===== src/rtl/core_pipe_pkg.sv =====
`default_nettype none
// ============================================================================
// Module      : core_pipe_pkg
// Description : Shared defaults, occupancy state encoding and the per-lane
//               writeback record used by the MEM/WB pipeline slice.
// Revision    : 1.0 - initial release
// ============================================================================
package core_pipe_pkg;

    // Default configuration of the MEM/WB slice.
    localparam int DEF_DATA_W = 32;
    localparam int DEF_REG_AW = 5;
    localparam int DEF_LANES  = 2;

    // Occupancy states. The encoding equals the number of held bundles, so
    // the state register drives the occupancy output directly.
    localparam logic [1:0] OCC_EMPTY = 2'd0;
    localparam logic [1:0] OCC_ONE   = 2'd1;
    localparam logic [1:0] OCC_FULL  = 2'd2;

    // Per-lane writeback record at the default widths.
    typedef struct packed {
        logic                  regwrite;
        logic [DEF_REG_AW-1:0] dest_reg;
        logic [DEF_DATA_W-1:0] data;
    } wb_lane_t;

endpackage : core_pipe_pkg
`default_nettype wire


===== src/rtl/core_mem_wb_pipe_if.sv =====
`default_nettype none
// ============================================================================
// Module      : core_mem_wb_pipe_if
// Description : MEM->WB bundle handshake. The slave modport is the pipeline
//               register; the master modport is the surrounding core / bench.
//               in_*      : bundle offered by MEM (valid/ready handshake)
//               flush     : discard held and offered bundles
//               wb_*      : head bundle presented to WB (valid/ready)
//               occupancy : number of held bundles (0..2)
// Revision    : 1.0 - initial release
// ============================================================================
interface core_mem_wb_pipe_if
    import core_pipe_pkg::*;
#(
    parameter int DATA_W = DEF_DATA_W,
    parameter int REG_AW = DEF_REG_AW,
    parameter int LANES  = DEF_LANES
);
    logic                      in_valid;
    logic                      in_ready;
    logic [LANES-1:0]          in_regwrite;
    logic [LANES-1:0]          in_memtoreg;
    logic [LANES*DATA_W-1:0]   in_aluresult;
    logic [LANES*DATA_W-1:0]   in_memdata;
    logic [LANES*REG_AW-1:0]   in_dest_reg;
    logic                      flush;
    logic                      wb_valid;
    logic                      wb_ready;
    logic [LANES-1:0]          wb_regwrite;
    logic [LANES*REG_AW-1:0]   wb_dest_reg;
    logic [LANES*DATA_W-1:0]   wb_data;
    logic [1:0]                occupancy;

    modport slave (
        input  in_valid, in_regwrite, in_memtoreg, in_aluresult, in_memdata,
               in_dest_reg, flush, wb_ready,
        output in_ready, wb_valid, wb_regwrite, wb_dest_reg, wb_data, occupancy
    );

    modport master (
        output in_valid, in_regwrite, in_memtoreg, in_aluresult, in_memdata,
               in_dest_reg, flush, wb_ready,
        input  in_ready, wb_valid, wb_regwrite, wb_dest_reg, wb_data, occupancy
    );

endinterface : core_mem_wb_pipe_if
`default_nettype wire


===== src/rtl/core_wb_lane_sel.sv =====
`default_nettype none
// ============================================================================
// Module      : core_wb_lane_sel
// Description : Per-lane capture logic: selects memory data or ALU result and
//               suppresses the register write when the destination is r0.
//               i_regwrite/i_memtoreg/i_aluresult/i_memdata/i_dest_reg : lane in
//               o_regwrite/o_dest_reg/o_data                           : lane out
// Revision    : 1.0 - initial release
// ============================================================================
module core_wb_lane_sel #(
    parameter int DATA_W = 32,
    parameter int REG_AW = 5
) (
    input  wire logic              i_regwrite,
    input  wire logic              i_memtoreg,
    input  wire logic [DATA_W-1:0] i_aluresult,
    input  wire logic [DATA_W-1:0] i_memdata,
    input  wire logic [REG_AW-1:0] i_dest_reg,
    output logic                   o_regwrite,
    output logic [REG_AW-1:0]      o_dest_reg,
    output logic [DATA_W-1:0]      o_data
);

    // r0 is hardwired to zero, so a write to it is never committed.
    assign o_regwrite = i_regwrite && (i_dest_reg != '0);
    assign o_dest_reg = i_dest_reg;
    assign o_data     = i_memtoreg ? i_memdata : i_aluresult;

endmodule : core_wb_lane_sel
`default_nettype wire


===== src/rtl/core_mem_wb_pipe.sv =====
`default_nettype none
// ============================================================================
// Module      : core_mem_wb_pipe
// Description : MEM/WB pipeline register for a multi-lane core, built as a
//               two-entry in-order buffer (head + skid). Writeback data is
//               selected at capture time, so WB sees final values.
//               clk, rst : clock, synchronous active-high reset
//               bus      : core_mem_wb_pipe_if slave modport (MEM in, WB out)
// Revision    : 1.0 - initial release
// ============================================================================
module core_mem_wb_pipe
    import core_pipe_pkg::*;
#(
    parameter int DATA_W = DEF_DATA_W,
    parameter int REG_AW = DEF_REG_AW,
    parameter int LANES  = DEF_LANES
) (
    input  wire logic          clk,
    input  wire logic          rst,
    core_mem_wb_pipe_if.slave  bus
);

    typedef struct packed {
        logic [LANES-1:0]        regwrite;
        logic [LANES*REG_AW-1:0] dest_reg;
        logic [LANES*DATA_W-1:0] data;
    } bundle_t;

    logic [1:0] r_occ;
    bundle_t    r_head;
    bundle_t    r_skid;
    bundle_t    w_cap;
    logic       w_in_ready;
    logic       w_wb_valid;
    logic       w_accept;
    logic       w_pop;

    // ------------------------------------------------------------------------
    // Per-lane capture: mux and r0 gating ahead of the storage registers.
    // ------------------------------------------------------------------------
    for (genvar gi = 0; gi < LANES; gi++) begin : g_lane
        core_wb_lane_sel #(
            .DATA_W (DATA_W),
            .REG_AW (REG_AW)
        ) u_lane_sel (
            .i_regwrite  (bus.in_regwrite[gi]),
            .i_memtoreg  (bus.in_memtoreg[gi]),
            .i_aluresult (bus.in_aluresult[gi*DATA_W +: DATA_W]),
            .i_memdata   (bus.in_memdata[gi*DATA_W +: DATA_W]),
            .i_dest_reg  (bus.in_dest_reg[gi*REG_AW +: REG_AW]),
            .o_regwrite  (w_cap.regwrite[gi]),
            .o_dest_reg  (w_cap.dest_reg[gi*REG_AW +: REG_AW]),
            .o_data      (w_cap.data[gi*DATA_W +: DATA_W])
        );
    end

    // Ready and valid decode only the occupancy register, so there is no
    // combinational path from wb_ready back to in_ready.
    assign w_in_ready = (r_occ != OCC_FULL);
    assign w_wb_valid = (r_occ != OCC_EMPTY);
    assign w_accept   = bus.in_valid && w_in_ready;
    assign w_pop      = w_wb_valid && bus.wb_ready;

    // ------------------------------------------------------------------------
    // Occupancy state machine and entry storage.
    // ------------------------------------------------------------------------
    always_ff @(posedge clk) begin
        if (rst) begin
            r_occ  <= OCC_EMPTY;
            r_head <= '0;
            r_skid <= '0;
        end else if (bus.flush) begin
            // Held entries are invalidated; the offered bundle is not captured.
            r_occ <= OCC_EMPTY;
        end else begin
            case (r_occ)
                OCC_EMPTY: begin
                    if (w_accept) begin
                        r_head <= w_cap;
                        r_occ  <= OCC_ONE;
                    end
                end
                OCC_ONE: begin
                    if (w_accept && w_pop) begin
                        // Old head leaves while the new bundle takes its place.
                        r_head <= w_cap;
                    end else if (w_accept) begin
                        r_skid <= w_cap;
                        r_occ  <= OCC_FULL;
                    end else if (w_pop) begin
                        r_occ  <= OCC_EMPTY;
                    end
                end
                OCC_FULL: begin
                    // in_ready is low here, so only a pop can occur.
                    if (w_pop) begin
                        r_head <= r_skid;
                        r_occ  <= OCC_ONE;
                    end
                end
                default: begin
                    r_occ <= OCC_EMPTY;
                end
            endcase
        end
    end

    assign bus.in_ready    = w_in_ready;
    assign bus.wb_valid    = w_wb_valid;
    assign bus.wb_regwrite = w_wb_valid ? r_head.regwrite : '0;
    assign bus.wb_dest_reg = r_head.dest_reg;
    assign bus.wb_data     = r_head.data;
    assign bus.occupancy   = r_occ;

endmodule : core_mem_wb_pipe
`default_nettype wire


===== src/flat_wrapper.sv =====
// flat-port wrapper written by rule: the top's interface ports become plain ports
module core_mem_wb_pipe_flat import core_pipe_pkg::*;
#(
    parameter int DATA_W = DEF_DATA_W,
    parameter int REG_AW = DEF_REG_AW,
    parameter int LANES  = DEF_LANES
)
  (clk, rst, bus_in_valid, bus_in_regwrite, bus_in_memtoreg, bus_in_aluresult, bus_in_memdata, bus_in_dest_reg, bus_flush, bus_wb_ready, bus_in_ready, bus_wb_valid, bus_wb_regwrite, bus_wb_dest_reg, bus_wb_data, bus_occupancy);
  core_mem_wb_pipe_if #(.DATA_W(DATA_W), .REG_AW(REG_AW), .LANES(LANES)) bus_i ();
  input  wire logic clk;
  input  wire logic rst;
  input wire logic [$bits(bus_i.in_valid)-1:0] bus_in_valid;
  input wire logic [$bits(bus_i.in_regwrite)-1:0] bus_in_regwrite;
  input wire logic [$bits(bus_i.in_memtoreg)-1:0] bus_in_memtoreg;
  input wire logic [$bits(bus_i.in_aluresult)-1:0] bus_in_aluresult;
  input wire logic [$bits(bus_i.in_memdata)-1:0] bus_in_memdata;
  input wire logic [$bits(bus_i.in_dest_reg)-1:0] bus_in_dest_reg;
  input wire logic [$bits(bus_i.flush)-1:0] bus_flush;
  input wire logic [$bits(bus_i.wb_ready)-1:0] bus_wb_ready;
  output wire logic [$bits(bus_i.in_ready)-1:0] bus_in_ready;
  output wire logic [$bits(bus_i.wb_valid)-1:0] bus_wb_valid;
  output wire logic [$bits(bus_i.wb_regwrite)-1:0] bus_wb_regwrite;
  output wire logic [$bits(bus_i.wb_dest_reg)-1:0] bus_wb_dest_reg;
  output wire logic [$bits(bus_i.wb_data)-1:0] bus_wb_data;
  output wire logic [$bits(bus_i.occupancy)-1:0] bus_occupancy;
  assign bus_i.in_valid = bus_in_valid;
  assign bus_i.in_regwrite = bus_in_regwrite;
  assign bus_i.in_memtoreg = bus_in_memtoreg;
  assign bus_i.in_aluresult = bus_in_aluresult;
  assign bus_i.in_memdata = bus_in_memdata;
  assign bus_i.in_dest_reg = bus_in_dest_reg;
  assign bus_i.flush = bus_flush;
  assign bus_i.wb_ready = bus_wb_ready;
  assign bus_in_ready = bus_i.in_ready;
  assign bus_wb_valid = bus_i.wb_valid;
  assign bus_wb_regwrite = bus_i.wb_regwrite;
  assign bus_wb_dest_reg = bus_i.wb_dest_reg;
  assign bus_wb_data = bus_i.wb_data;
  assign bus_occupancy = bus_i.occupancy;
  core_mem_wb_pipe #(.DATA_W(DATA_W), .REG_AW(REG_AW), .LANES(LANES)) u_core (.clk(clk), .rst(rst), .bus(bus_i));
endmodule

===== config.mk =====
export PLATFORM = sky130hd
export DESIGN_NAME = core_mem_wb_pipe_flat
export DESIGN_NICKNAME = d
export VERILOG_FILES = /design/src/rtl/core_pipe_pkg.sv /design/src/rtl/core_mem_wb_pipe_if.sv /design/src/rtl/core_wb_lane_sel.sv /design/src/rtl/core_mem_wb_pipe.sv /design/src/flat_wrapper.sv
export SDC_FILE = /design/constraint.sdc
export NUM_CORES = 1
export LEC_CHECK = 0
export ABC_AREA = 1
export CAP_MARGIN = 20
export CORE_MARGIN = 3
export CORE_UTILIZATION = 25
export CTS_BUF_LIST = sky130_fd_sc_hd__clkbuf_4 sky130_fd_sc_hd__clkbuf_8
export CTS_CLUSTER_SIZE = 16
export DETAILED_ROUTE_END_ITERATION = 10
export HOLD_SLACK_MARGIN = 0.08
export PLACE_DENSITY = 0.55
export SETUP_SLACK_MARGIN = 0.3
export SLEW_MARGIN = 15
export SYNTH_ARGS = -nofsm -noshare
export SYNTH_HDL_FRONTEND = slang
export SYNTH_SLANG_ARGS = --single-unit
export TNS_END_PERCENT = 50

===== constraint.sdc =====
create_clock -name clk -period 1.4 [get_ports clk]
set_clock_uncertainty 0.15 [all_clocks]
set_input_delay 0.14 -clock clk [delete_from_list [all_inputs] [get_ports clk]]
set_output_delay 0.14 -clock clk [all_outputs]
set_load 0.005 [all_outputs]

==> results of run 1 <==
[worst paths after layout]
| check | slack, ns | from | to | cells after the start |
|---|---|---|---|---|
| worst min-delay path | 0.15 | bus_in_memtoreg[1] | u_core.r_skid[62] | 7 |
| worst min register to register | 0.30 | u_core.r_skid[64] | u_core.r_skid[64] | 2 |
| worst max register to register | -0.34 | u_core.bus.occupancy[1] | u_core.bus.wb_data[41] | 10 |
| worst max-delay path | -0.34 | u_core.bus.occupancy[1] | u_core.bus.wb_data[41] | 10 |
[layout by cell type, fill, tap and decap left out, types with 2 or more instances in the layout]
| cell | netlist | routed |
|---|---|---|
| sky130_fd_sc_hd__buf_4 | 82 | 39 |
| sky130_fd_sc_hd__inv_6 | 0 | 2 |
| sky130_fd_sc_hd__buf_2 | 26 | 20 |
| sky130_fd_sc_hd__nand3_1 | 5 | 5 |
| sky130_fd_sc_hd__inv_1 | 154 | 153 |
| sky130_fd_sc_hd__o21ai_2 | 0 | 3 |
| sky130_fd_sc_hd__buf_6 | 1 | 68 |
| sky130_fd_sc_hd__a21oi_2 | 0 | 2 |
| sky130_fd_sc_hd__nand2_4 | 0 | 3 |
| sky130_fd_sc_hd__clkbuf_8 | 0 | 18 |
| sky130_fd_sc_hd__dfxtp_4 | 0 | 2 |
| sky130_fd_sc_hd__nand3_4 | 0 | 2 |
| sky130_fd_sc_hd__nand2_1 | 428 | 407 |
| sky130_fd_sc_hd__nand3b_1 | 2 | 2 |
| sky130_fd_sc_hd__inv_2 | 5 | 4 |
| sky130_fd_sc_hd__dfxtp_1 | 154 | 81 |
| sky130_fd_sc_hd__o21ai_0 | 140 | 125 |
| sky130_fd_sc_hd__buf_12 | 0 | 25 |
| sky130_fd_sc_hd__clkbuf_2 | 0 | 2 |
| sky130_fd_sc_hd__nand2_2 | 0 | 18 |
| sky130_fd_sc_hd__a21oi_1 | 12 | 10 |
| sky130_fd_sc_hd__dfxtp_2 | 0 | 71 |
| sky130_fd_sc_hd__bufinv_16 | 0 | 2 |
| sky130_fd_sc_hd__clkinvlp_4 | 0 | 3 |
| sky130_fd_sc_hd__o21ai_1 | 9 | 21 |
| sky130_fd_sc_hd__nor2_4 | 0 | 2 |
| sky130_fd_sc_hd__clkinv_2 | 0 | 2 |
| sky130_fd_sc_hd__clkdlybuf4s15_2 | 0 | 2 |
| sky130_fd_sc_hd__nor2_1 | 293 | 264 |
| sky130_fd_sc_hd__clkinv_4 | 0 | 4 |
| sky130_fd_sc_hd__clkdlybuf4s50_1 | 0 | 144 |
| sky130_fd_sc_hd__clkbuf_16 | 0 | 19 |
| sky130_fd_sc_hd__buf_16 | 0 | 9 |
| sky130_fd_sc_hd__nor2_2 | 0 | 27 |
[per-layer routing]
layer  GRT usage [%]  vias up
met5               0        -
met4            3.11        4
met3            4.07       16
met2            22.5      184
met1            18.2     3622
li1                -     4382
[timing repair]
action,CTS,global route
buffers inserted,12,4
setup endpoints to repair,234,234
gates cloned,6,24
gates resized for setup,455,99
pin swaps,2,13
[metrics by stage]
| stage | total power, mW | area, um2 | setup slack [ns] | instances |
|---|---|---|---|---|
| final | 10.6 | 12400 | -0.344 | 2004 |
| after detailed placement | 6.86 | 10700 | -0.450 | 1926 |
| after CTS | 10.5 | 11500 | -0.304 | 1976 |
| after floorplan | 5.93 | 8240 | 0.0193 | 1360 |
| after global placement | 6.84 | 10700 | -0.396 | 1926 |
| after global routing | 11.3 | 12400 | -0.430 | 2004 |
[where the power goes]
group | total (mW) | switching, mW | internal (mW)
logic | 2.35 | 1.06 | 1.29
registers | 4.76 | 0.133 | 4.63
clock network | 3.52 | 1.85 | 1.67
total | 10.6 | 3.05 | 7.59
[cells by family after synthesis]
| family | after synthesis |
|---|---|
| compound gates | 163 |
| flops | 154 |
| simple gates | 731 |
| buf+inv | 312 |
[worst max-delay path, cell delays in order, from the launching register on]
cell,delay [ns]
sky130_fd_sc_hd__dfxtp_4,0.36
sky130_fd_sc_hd__buf_6,0.13
sky130_fd_sc_hd__buf_4,0.12
sky130_fd_sc_hd__nand3_1,0.07
sky130_fd_sc_hd__nand2_1,0.06
sky130_fd_sc_hd__inv_2,0.07
sky130_fd_sc_hd__nand3_4,0.12
sky130_fd_sc_hd__buf_12,0.19
sky130_fd_sc_hd__clkbuf_16,0.19
sky130_fd_sc_hd__nor2_2,0.13
sky130_fd_sc_hd__nor2_1,0.05
[layout make-up]
type | count | area [um2] | area share (%)
clock buffers | 19 | 255 | 2.06
inverters | 160 | 623 | 5.03
clock inverters | 13 | 145 | 1.17
well taps | 435 | 544 | 4.39
flip-flops and latches | 154 | 3180 | 25.7
multi-input cells | 894 | 3780 | 30.5
repair buffers | 329 | 3870 | 31.2
==> metrics list, run 1 <==
* Status: finished with violations
- The checks that failed: setup timing.
- Clock sinks: 154
* # H-tree levels: 4
- Entering global routing, the biggest net connects 50 pins.
- Count of hold buffers inserted by post-cts repair: 0
- Area leader, netlist: sky130_fd_sc_hd__dfxtp_1
* CTS Buf Count: 17
- Port buffering added 226 buffers.
- The number of antenna diodes in the final layout is 0.
- Post-synthesis sequential area ratio: 37.6%
* First-pass iteration count of the detailed router: 6
- Total via count in the routed design: 8208
- Count of synthesis-stage warnings from yosys: 0
* Fillers: 3379
* Simple-gate area share of the yosys netlist: 33.8%
- Critical path type: flip-flop to flip-flop
- The floorplan step defined a die boundary enclosing 35000 um2.
- The clock passes through at most 2 buffers.
* Antenna violations before repair: 2
- Setup total negative slack on the finished layout was measured at -41.91 ns.
* Routed wire length on met3: 1.58 mm
* Die height: 187 um
- Remaining antenna violation count after routing: 0
- After clock tree synthesis, the clock-pin slew on the worst setup and hold paths is 0.10 ns.
- Total nets after synthesis: 1507
* P per Cell Area: 858 nW/um2
- Crit. End Element: flip-flop
- Post-synthesis instance area: 8190 um2
- Total overflow reported by the global router: 0
- Final net count: 1703
- Of all nets on the critical path, the largest fanout is 20.
* Die Span X: 187 um
- Across the run, the number of max-cap violations was 0.
- FF+latch count, synth: 154
- sky130_fd_sc_hd__nand2_1 is the most common cell in the netlist.
- Measured slew at the worst slew-check pin: 0.396 ns
- Routability Congestion: 0.750
- Across the VDD grid, the largest voltage drop is 445 uV.
- Flip-flop count of the largest register, all copies and words added: 76
- Number of I/O pins: 227
- Synthesis handed over a netlist of 1360 instances.
- Wires add up to 27.8 mm.
- Setup repair after global routing could not meet its margin everywhere.
- The wire-length estimate of the detail-placed layout is 16.1 mm.
* Final hold violation count: 0
- Top cells by count, synth: sky130_fd_sc_hd__nand2_1, sky130_fd_sc_hd__nor2_1, sky130_fd_sc_hd__dfxtp_1, sky130_fd_sc_hd__inv_1, sky130_fd_sc_hd__o21ai_0
- Remaining design rule violation count: 0
- The synthesized netlist devotes 10.0% of its cell area to compound gates.
* Count of flip-flops with a built-in enable after synthesis: 0
* Met2 Wirelength: 12.8 mm
* Type of the worst min-delay path: input port to flip-flop
- After detailed routing, the wire length on met1 is 13.3 mm.
- Mean cell area of the mapped netlist: 6.03 um2
- Compared with the post-synthesis result, the final layout area differs by 51.2%.
* Asr flop ratio synth: 0%
- By area, the combinational part of the netlist is dominated by simple AND/OR/NAND/NOR gates.
- After floorplanning, the core was divided into 65 placement rows.
* Period Utilization, post-route: 125%
* Standard cell core area: 32000 um2
- For this configuration, the core starts out at a cell density of 25.6%.
* Remaining max-slew budget at the tightest pin: 73.3%
- Of the post-synthesis cell area, the part taken by muxes is 0%.
* Aggregate global-route resource usage: 13.8%
- Fraction of synthesized cell area in xor and xnor cells: 0%
- Measured on the finished design, the core utilization comes to 38.8%.
- In the synthesized netlist the dominant register cell turns out to be sky130_fd_sc_hd__dfxtp_1.
- Total leakage power: 5.88 nW
* WP data required: 1.60 ns
- Using the TritonRoute via totals, the vias-per-cell ratio works out to 4.10.
- DR WL/cell: 13.9 um
- Setup violations remaining at the end of the flow were counted as 159.
- The number of pins exceeding their max-slew limit in the final report is 0.
- Distinct cell type count of the synthesized netlist: 20
* Fraction of layout instances using a drive strength above 1: 22.5%
* Number of global-route vias before repair: 7387
* Adder and majority cell fraction of the synthesized area: 0%
- The tightest hold path in the finished design has a slack of 0.147 ns.
- The first routing iteration left 389 violations.
- After synthesis, the largest area contributor takes up 37.6% of total cell area.
* Global-route wire length before repair: 39.3 mm
- Max layer used: met5
* Worst Setup Start Kind: flip-flop
- Root Buffer Master: sky130_fd_sc_hd__clkbuf_8
- TritonCTS built the clock tree.
- Timing would allow up to 573 MHz.
- Largest cells by area after synthesis: sky130_fd_sc_hd__dfxtp_1, sky130_fd_sc_hd__nand2_1, sky130_fd_sc_hd__nor2_1, sky130_fd_sc_hd__o21ai_0, sky130_fd_sc_hd__buf_4
- Crit path arrival time: 1.94 ns
- Shortest period the worst path allows: 1.74 ns
* Clock latency of the later-clocked register in the worst-skew pair: 0.44 ns
- Setup ws final: -0.344 ns
No activity file was read; power rests on OpenSTA's default activity.
==> run 2: changes to the inputs <==
--- a/config.mk
+++ b/config.mk
@@ -12,8 +12,9 @@
 export CTS_BUF_LIST = sky130_fd_sc_hd__clkbuf_4 sky130_fd_sc_hd__clkbuf_8
 export CTS_CLUSTER_SIZE = 16
 export DETAILED_ROUTE_END_ITERATION = 10
+export DONT_BUFFER_PORTS = 1
 export HOLD_SLACK_MARGIN = 0.08
-export PLACE_DENSITY = 0.55
+export PLACE_DENSITY = 0.46
 export SETUP_SLACK_MARGIN = 0.3
 export SLEW_MARGIN = 15
 export SYNTH_ARGS = -nofsm -noshare
==> run 2 against run 1 <==
  * Global-route usage about the same
  * Cell count decreased by 8.3%
  * Sequential power about the same
  * Final area down 14%
  * Critical endpoint is now u_core.bus.wb_dest_reg[2]
  * Highest routed layer unchanged
  * Setup slack improved by 0.095 ns
  * Register-to-register slack better by 0.09 ns
  * Critical path depth shrank 1
  * First-iteration DRC count down 13%
  * Flip-flop and latch count did not move
  * The run ends with hold timing, setup timing left
  * Largest power group unchanged
==> metrics list, run 2 (synthesis results as in run 1) <==
- The run finished, with violations left.
* Failing checks: hold timing, setup timing
* Number of I/O pins: 227
- The first global-routing pass estimated 38.7 mm of wire.
- Final HPWL DP: 14.5 mm
- Shortest period the worst path allows: 1.65 ns
- The number of pins exceeding their max-slew limit in the final report was 0.
- The congestion estimate from routability-driven global placement came to 0.692.
* Initial Util: 25.6%
* Number of buffers on the longest clock path: 2
- Buffers inserted to repair hold after CTS numbered 94.
- In this run the worst path has a maximum fanout of 16.
- Number of input and output port buffers inserted: 0
* Cells along the critical path: inv_4, buf_6, nand4_1, nand2_1, nand3_4, buf_12, clkbuf_16, nor2_1, nor2_2
- Final standard cell count with taps included and fillers excluded: 1838
* CP max stage delay: 0.34 ns
* Total via count in the routed design: 7710
- Standard cell core area: 32000 um2
* Number of rows in the core area: 65
* Total leakage power: 4.98 nW
- Flip-flop count of the largest register, all copies and words added: 76
- Maximum number of pins on one net before global-route repair: 80
* Measured slew at the worst slew-check pin: 0.489 ns
- For the worst setup path, the data arrival time is 1.88 ns.
- Counting every sink on the clock net gives 154.
- Summed over all layers, the routed wires come to 25.7 mm.
* Worst-case vdd ir drop: 543 uV
- Fraction of layout instances using a drive strength above 1: 12.3%
* Full die area: 35000 um2
- Leaving out fill and tap cells, the most frequent cell in the layout is sky130_fd_sc_hd__nand2_1.
- Power spread over the standard cell area amounts to 970 nW/um2.
- Hold slack: -0.150 ns
- The worst setup path is captured at a flip-flop.
* Fillers: 3411
- After layout, the worst setup slack is -0.250 ns.
- Die Span X: 187 um
- The die is 187 um tall.
* Antenna violations before repair: 2
- Worst Setup Start Kind: flip-flop
- In the routed design, unresolved DRC markers number 0.
* Final hold violation count: 110
* Clock-pin transition on the worst setup and hold timing paths: 0.09 ns
- Remaining max-slew budget at the tightest pin: 67.1%
- The first routing iteration left 340 violations.
- STA puts the critical path data required time at 1.63 ns.
* Family with the most delay on the worst path: buffers and inverters
- Clock latency on the worst-skew pair, taken at its later pin, is 0.46 ns.
- In this run the clock root is driven by a sky130_fd_sc_hd__clkbuf_8.
- In the final routed layout, each cell accounts on average for 14.0 um.
- In this run the cell area measured after placement is 8240 um2.
* Slowest stage cell on the critical path: sky130_fd_sc_hd__dfxtp_2
- Once layout is done, the placed cells without fillers occupy 10700 um2.
- In this run, CTS created clock tree buffers numbering 17.
- For the final routed database, the setup TNS stands at -30.73 ns.
* Clock tree from TritonCTS: built
- Placed Cells: 1673
- Type of the worst min-delay path: input port to flip-flop
* First-pass iteration count of the detailed router: 5
- Synth-to-layout area growth: 30.4%
* Worst path buffer plus inverter count: 4
- After detailed routing, the number of vias per cell comes to 4.19.
* Critical path type: flip-flop to flip-flop
- Diodes inserted: 0
- Number of global-route vias before repair: 7074
- After global routing the overflow that remains totals 0.
* Aggregate global-route resource usage: 13.8%
* Final net count: 1537
* Count of maximum capacitance violations: 0
- # H-tree levels: 4
- Top library cells by usage in the layout, fill and taps aside: sky130_fd_sc_hd__nand2_1, sky130_fd_sc_hd__nor2_1, sky130_fd_sc_hd__inv_1
- Period Utilization, post-route: 118%
- For this run, the top clock speed supported by timing is 606 MHz.
* RSZ-0062 raised after global routing: true
* Setup Viol. Count Final: 157
* Overall power after layout: 10.4 mW
- Once detail routing completed, the nets flagged for antenna violations numbered 0.
[run 2: final timing paths]
path | from | to | slack, ns | cells past startpoint
max | u_core.bus.occupancy[1] | u_core.bus.wb_dest_reg[2] | -0.25 | 9
min | bus_in_memtoreg[1] | u_core.r_skid[55] | -0.15 | 4
max reg2reg | u_core.bus.occupancy[1] | u_core.bus.wb_dest_reg[2] | -0.25 | 9
min reg2reg | u_core.r_skid[66] | u_core.r_skid[66] | 0.30 | 2
[run 2: report_power, final]
part           leakage, nW  switching [mW]  internal (mW)
sequential            1.26           0.175           4.60
clock                0.222            1.80           2.13
combinational         3.50           0.882          0.787
[run 2: stage by stage]
| step | setup slack, ns | utilization (%) |
|---|---|---|
| 6_report | -0.250 | 33.4 |
| 3_5_place_dp | -0.141 | 25.8 |
| 3_3_place_gp | -0.104 | 25.8 |
| 2_1_floorplan | 0.0193 | - |
| 5_1_grt | -0.357 | 33.4 |
| 4_1_cts | -0.246 | 31.7 |
[run 2: cell type report]
| cell class | count | area [um2] | share of cell area [%] |
|---|---|---|---|
| timing repair buffer | 162 | 2140 | 20.1 |
| inverter | 160 | 623 | 5.83 |
| tap | 435 | 544 | 5.09 |
| clock inverter | 10 | 165 | 1.55 |
| timing repair inverter | 1 | 16.3 | 0.152 |
| clock buffer | 22 | 290 | 2.72 |
| multi-input combinational | 894 | 3820 | 35.7 |
| sequential | 154 | 3090 | 28.9 |
[run 2: worst reg2reg max path, stage by stage, from the launching register on]
cell and delay, ns:
sky130_fd_sc_hd__dfxtp_2 0.34, sky130_fd_sc_hd__inv_4 0.07, sky130_fd_sc_hd__buf_6 0.10, sky130_fd_sc_hd__nand4_1 0.12, sky130_fd_sc_hd__nand2_1 0.14, sky130_fd_sc_hd__nand3_4 0.10
sky130_fd_sc_hd__buf_12 0.19, sky130_fd_sc_hd__clkbuf_16 0.19, sky130_fd_sc_hd__nor2_1 0.12, sky130_fd_sc_hd__nor2_2 0.06
[run 2: timing repair]
action                                  4_1_cts  5_1_grt
pin swaps                                     2       10
cloned                                        8       13
setup buffers                                12        6
endpoints found under the setup margin      234      234
resized for setup                            43       70
endpoints found under the hold margin       154      119
[run 2: per-layer routing]
| layer | GRT usage [%] | vias to the layer above | share of wire [%] |
|---|---|---|---|
| met3 | 5.02 | 20 | 6.7 |
| li1 | - | 4040 | - |
| met1 | 17.0 | 3443 | 45 |
| met2 | 23.0 | 203 | 47 |
| met4 | 3.75 | 4 | 1.3 |
| met5 | 0 | - | 0.10 |
==> run 3: changes to the inputs <==
--- a/config.mk
+++ b/config.mk
@@ -7,7 +7,7 @@
 export LEC_CHECK = 0
 export ABC_AREA = 1
 export CAP_MARGIN = 20
-export CORE_MARGIN = 3
+export CORE_MARGIN = 2
 export CORE_UTILIZATION = 25
 export CTS_BUF_LIST = sky130_fd_sc_hd__clkbuf_4 sky130_fd_sc_hd__clkbuf_8
 export CTS_CLUSTER_SIZE = 16
@@ -15,7 +15,7 @@
 export DONT_BUFFER_PORTS = 1
 export HOLD_SLACK_MARGIN = 0.08
 export PLACE_DENSITY = 0.46
-export SETUP_SLACK_MARGIN = 0.3
+export SETUP_SLACK_MARGIN = 0.5
 export SLEW_MARGIN = 15
 export SYNTH_ARGS = -nofsm -noshare
 export SYNTH_HDL_FRONTEND = slang
==> run 3 against run 2 <==
  * The flow still finishes with violations (hold timing, setup timing)
  * Critical path depth is 2 higher
  * Sequential share of layout area is 1.6 points higher
  * Core utilization decreased by 2.1 points
  * Global-route usage fell by 0.22 points
  * Critical endpoint is now u_core.bus.wb_data[8]
  * Largest power group unchanged
  * Highest routed layer unchanged
==> metrics list, run 3 (synthesis results as in run 1) <==
- Status: finished with violations
- The checks that failed: hold timing, setup timing.
- The via count of the first global-routing pass is 6670.
* Slowest stage cell on the critical path: sky130_fd_sc_hd__dfxtp_2
* Clock-pin transition on the worst setup and hold timing paths: 0.10 ns
- Length in cells of the worst reg-to-reg path: 11
- Worst Setup Slack post-DPL: -0.134 ns
- Final HPWL DP: 14.2 mm
- met2 is the most crowded layer.
- Cells fill 31.3% of the core in the end.
- Setup repair after global routing could not meet its margin everywhere.
* Full die area: 34200 um2
- The worst register-to-register path begins at u_core.bus.occupancy[1].
* Final standard cell count with taps included and fillers excluded: 1811
- P per Cell Area: 972 nW/um2
- Derived from the worst setup path, the maximum achievable clock frequency is 614 MHz.
- Min-Delay Startpoint: bus_in_valid
* Crit path arrival time: 1.89 ns
* Summed negative setup slack over all endpoints: -26.80 ns
* Number of DRC violations after detailed-routing iteration 0: 303
- Remaining max-slew budget at the tightest pin: 66.1%
- For the pin with the worst max-slew slack, the measured transition is 0.504 ns.
- The number of pins exceeding their max-slew limit in the final report was 0.
- In this run the critical register-to-register path is captured at u_core.bus.wb_data[8].
* Setup ws final: -0.228 ns
- During placement, the flow inserted port buffers numbering 0.
- Final hold analysis gives a worst-case slack of -0.337 ns.
- CP max stage delay: 0.38 ns
* Top library cells by usage in the layout, fill and taps aside: sky130_fd_sc_hd__nand2_1, sky130_fd_sc_hd__nor2_1, sky130_fd_sc_hd__inv_1, sky130_fd_sc_hd__dfxtp_1, sky130_fd_sc_hd__o21ai_0
- Type of the worst min-delay path: input port to flip-flop
* GR met1 Demand/Resource: 16.9%
* Cell area reported after detailed placement: 8270 um2
- Drt via density: 4.15
- Worst Setup Start Kind: flip-flop
- Flip-flop count of the largest register, all copies and words added: 76
- Leaving out fill and tap cells, the most frequent cell in the layout is sky130_fd_sc_hd__nand2_1.
- Clock sinks: 154
- Standard cell core area: 32400 um2
* Aggregate global-route resource usage: 13.6%
- Number of rows in the core area: 66
* R2R setup slack: -0.23 ns
- Period Utilization, post-route: 116%
- Number of I/O pins: 227
* Met3 Use GR: 3.97%
- Worst-case vdd ir drop: 514 uV
- The cell that appears most often on the critical path is sky130_fd_sc_hd__nand2_1.
- Tracing the worst setup path back leads to its startpoint at u_core.bus.occupancy[1].
- With fillers left out, the area of the finished cells amounts to 10100 um2.
* Cells along the critical path: inv_4, buf_6, nand3_1, nand2_1, inv_2, nand3_4, buf_6, clkbuf_16, nand2_1, nand2_1, nor2_1
- The total overflow left after global routing is 0.
- WP data required: 1.66 ns
* Total leakage power: 4.78 nW
- Clock latency of the later-clocked register in the worst-skew pair: 0.49 ns
- After detailed routing, the average wire length per cell comes to 13.8 um.
- The worst setup path is captured at a flip-flop.
* Initial Util: 25.3%
- The final count of hold timing violations came to 109.
- The first detailed-routing pass ran for 4 iterations.
- Setup Viol. Count Final: 157
- Synth-to-layout area growth: 23.7%
- The H-tree was split into 4 levels.
- Remaining antenna violation count after routing: 0
* Global-route wire length before repair: 35.9 mm
- Die Span X: 185 um
- Along the worst path, the maximum fanout reaches 9.
* Fraction of layout instances using a drive strength above 1: 11.7%
- Clock tree from TritonCTS: built
- The number of placed instances, taps included, is 1682.
- Critical path type: flip-flop to flip-flop
* Routability Congestion: 0.705
- Hold Path Cell Cnt: 2
- Shortest period the worst path allows: 1.63 ns
- Antenna violations before repair: 3
* Number of buffers on the longest clock path: 2
- For this block, the routed nets add up to 25.1 mm of wire.
* Root Buffer Master: sky130_fd_sc_hd__clkbuf_8
- Remaining design rule violation count: 0
- The floorplan step set the die height to 185 um.
- Total via count in the routed design: 7509
- The net count of the finished layout is 1501.
* Overall power after layout: 9.85 mW
* Count of maximum capacitance violations: 0
- The worst hold path terminates at u_core.bus.occupancy[1].
* CTS Buf Count: 17
- Met2 layer usage reported by global route: 22.7%
* Maximum number of pins on one net before global-route repair: 78
* Count of hold buffers inserted by post-cts repair: 67
==> run 3: power by group <==
group          leakage [nW]  switching [mW]  internal (mW)
clock                 0.194            1.89           1.64
combinational          3.33           0.859          0.691
sequential             1.26           0.175           4.60
==> run 3: worst max-delay path by stage <==
stage | depth (start not counted) | end | slack, ns
4_1_cts | 5 | bus_in_ready | -0.28
3_5_place_dp | 9 | u_core.r_skid[63] | -0.13
5_1_grt | 11 | u_core.r_skid[49] | -0.34
6_report | 11 | u_core.bus.wb_data[8] | -0.23
3_3_place_gp | 9 | u_core.r_skid[63] | -0.10
2_1_floorplan | 8 | u_core.bus.wb_data[0] | 0.02
==> run 3: critical path, delay by kind of cell (launching register included) <==
| kind | cells | cell delay, ns |
|---|---|---|
| flops | 1 | 0.38 |
| buf+inv | 5 | 0.60 |
| simple gates | 6 | 0.42 |
==> run 3: metal layers <==
metal / part of all wire, % / up-vias / routed length (um)
li1: - / 3979 / -
met3: 5.0 / 16 / 1250
met5: 0.052 / - / 13
met2: 47 / 172 / 11800
met4: 0.99 / 2 / 248
met1: 47 / 3340 / 11700
==> run 3: repair_timing <==
action | in CTS | in global routing
gates cloned | 6 | 9
setup endpoints to repair | 234 | 234
buffers inserted | 11 | 2
pin swaps | 2 | 18
endpoints found under the hold margin | 154 | 114
resized for setup | 91 | 51
==> run 3: area by class of cell <==
type / instances / area, um2
Inverter: 160 / 616
Antenna cell: 2 / 5.00
Fill cell: 3532 / 22200
Clock buffer: 19 / 249
Clock inverter: 13 / 146
Timing Repair Buffer: 127 / 1700
Tap cell: 442 / 553
Multi-Input combinational cell: 894 / 3780
Sequential cell: 154 / 3090
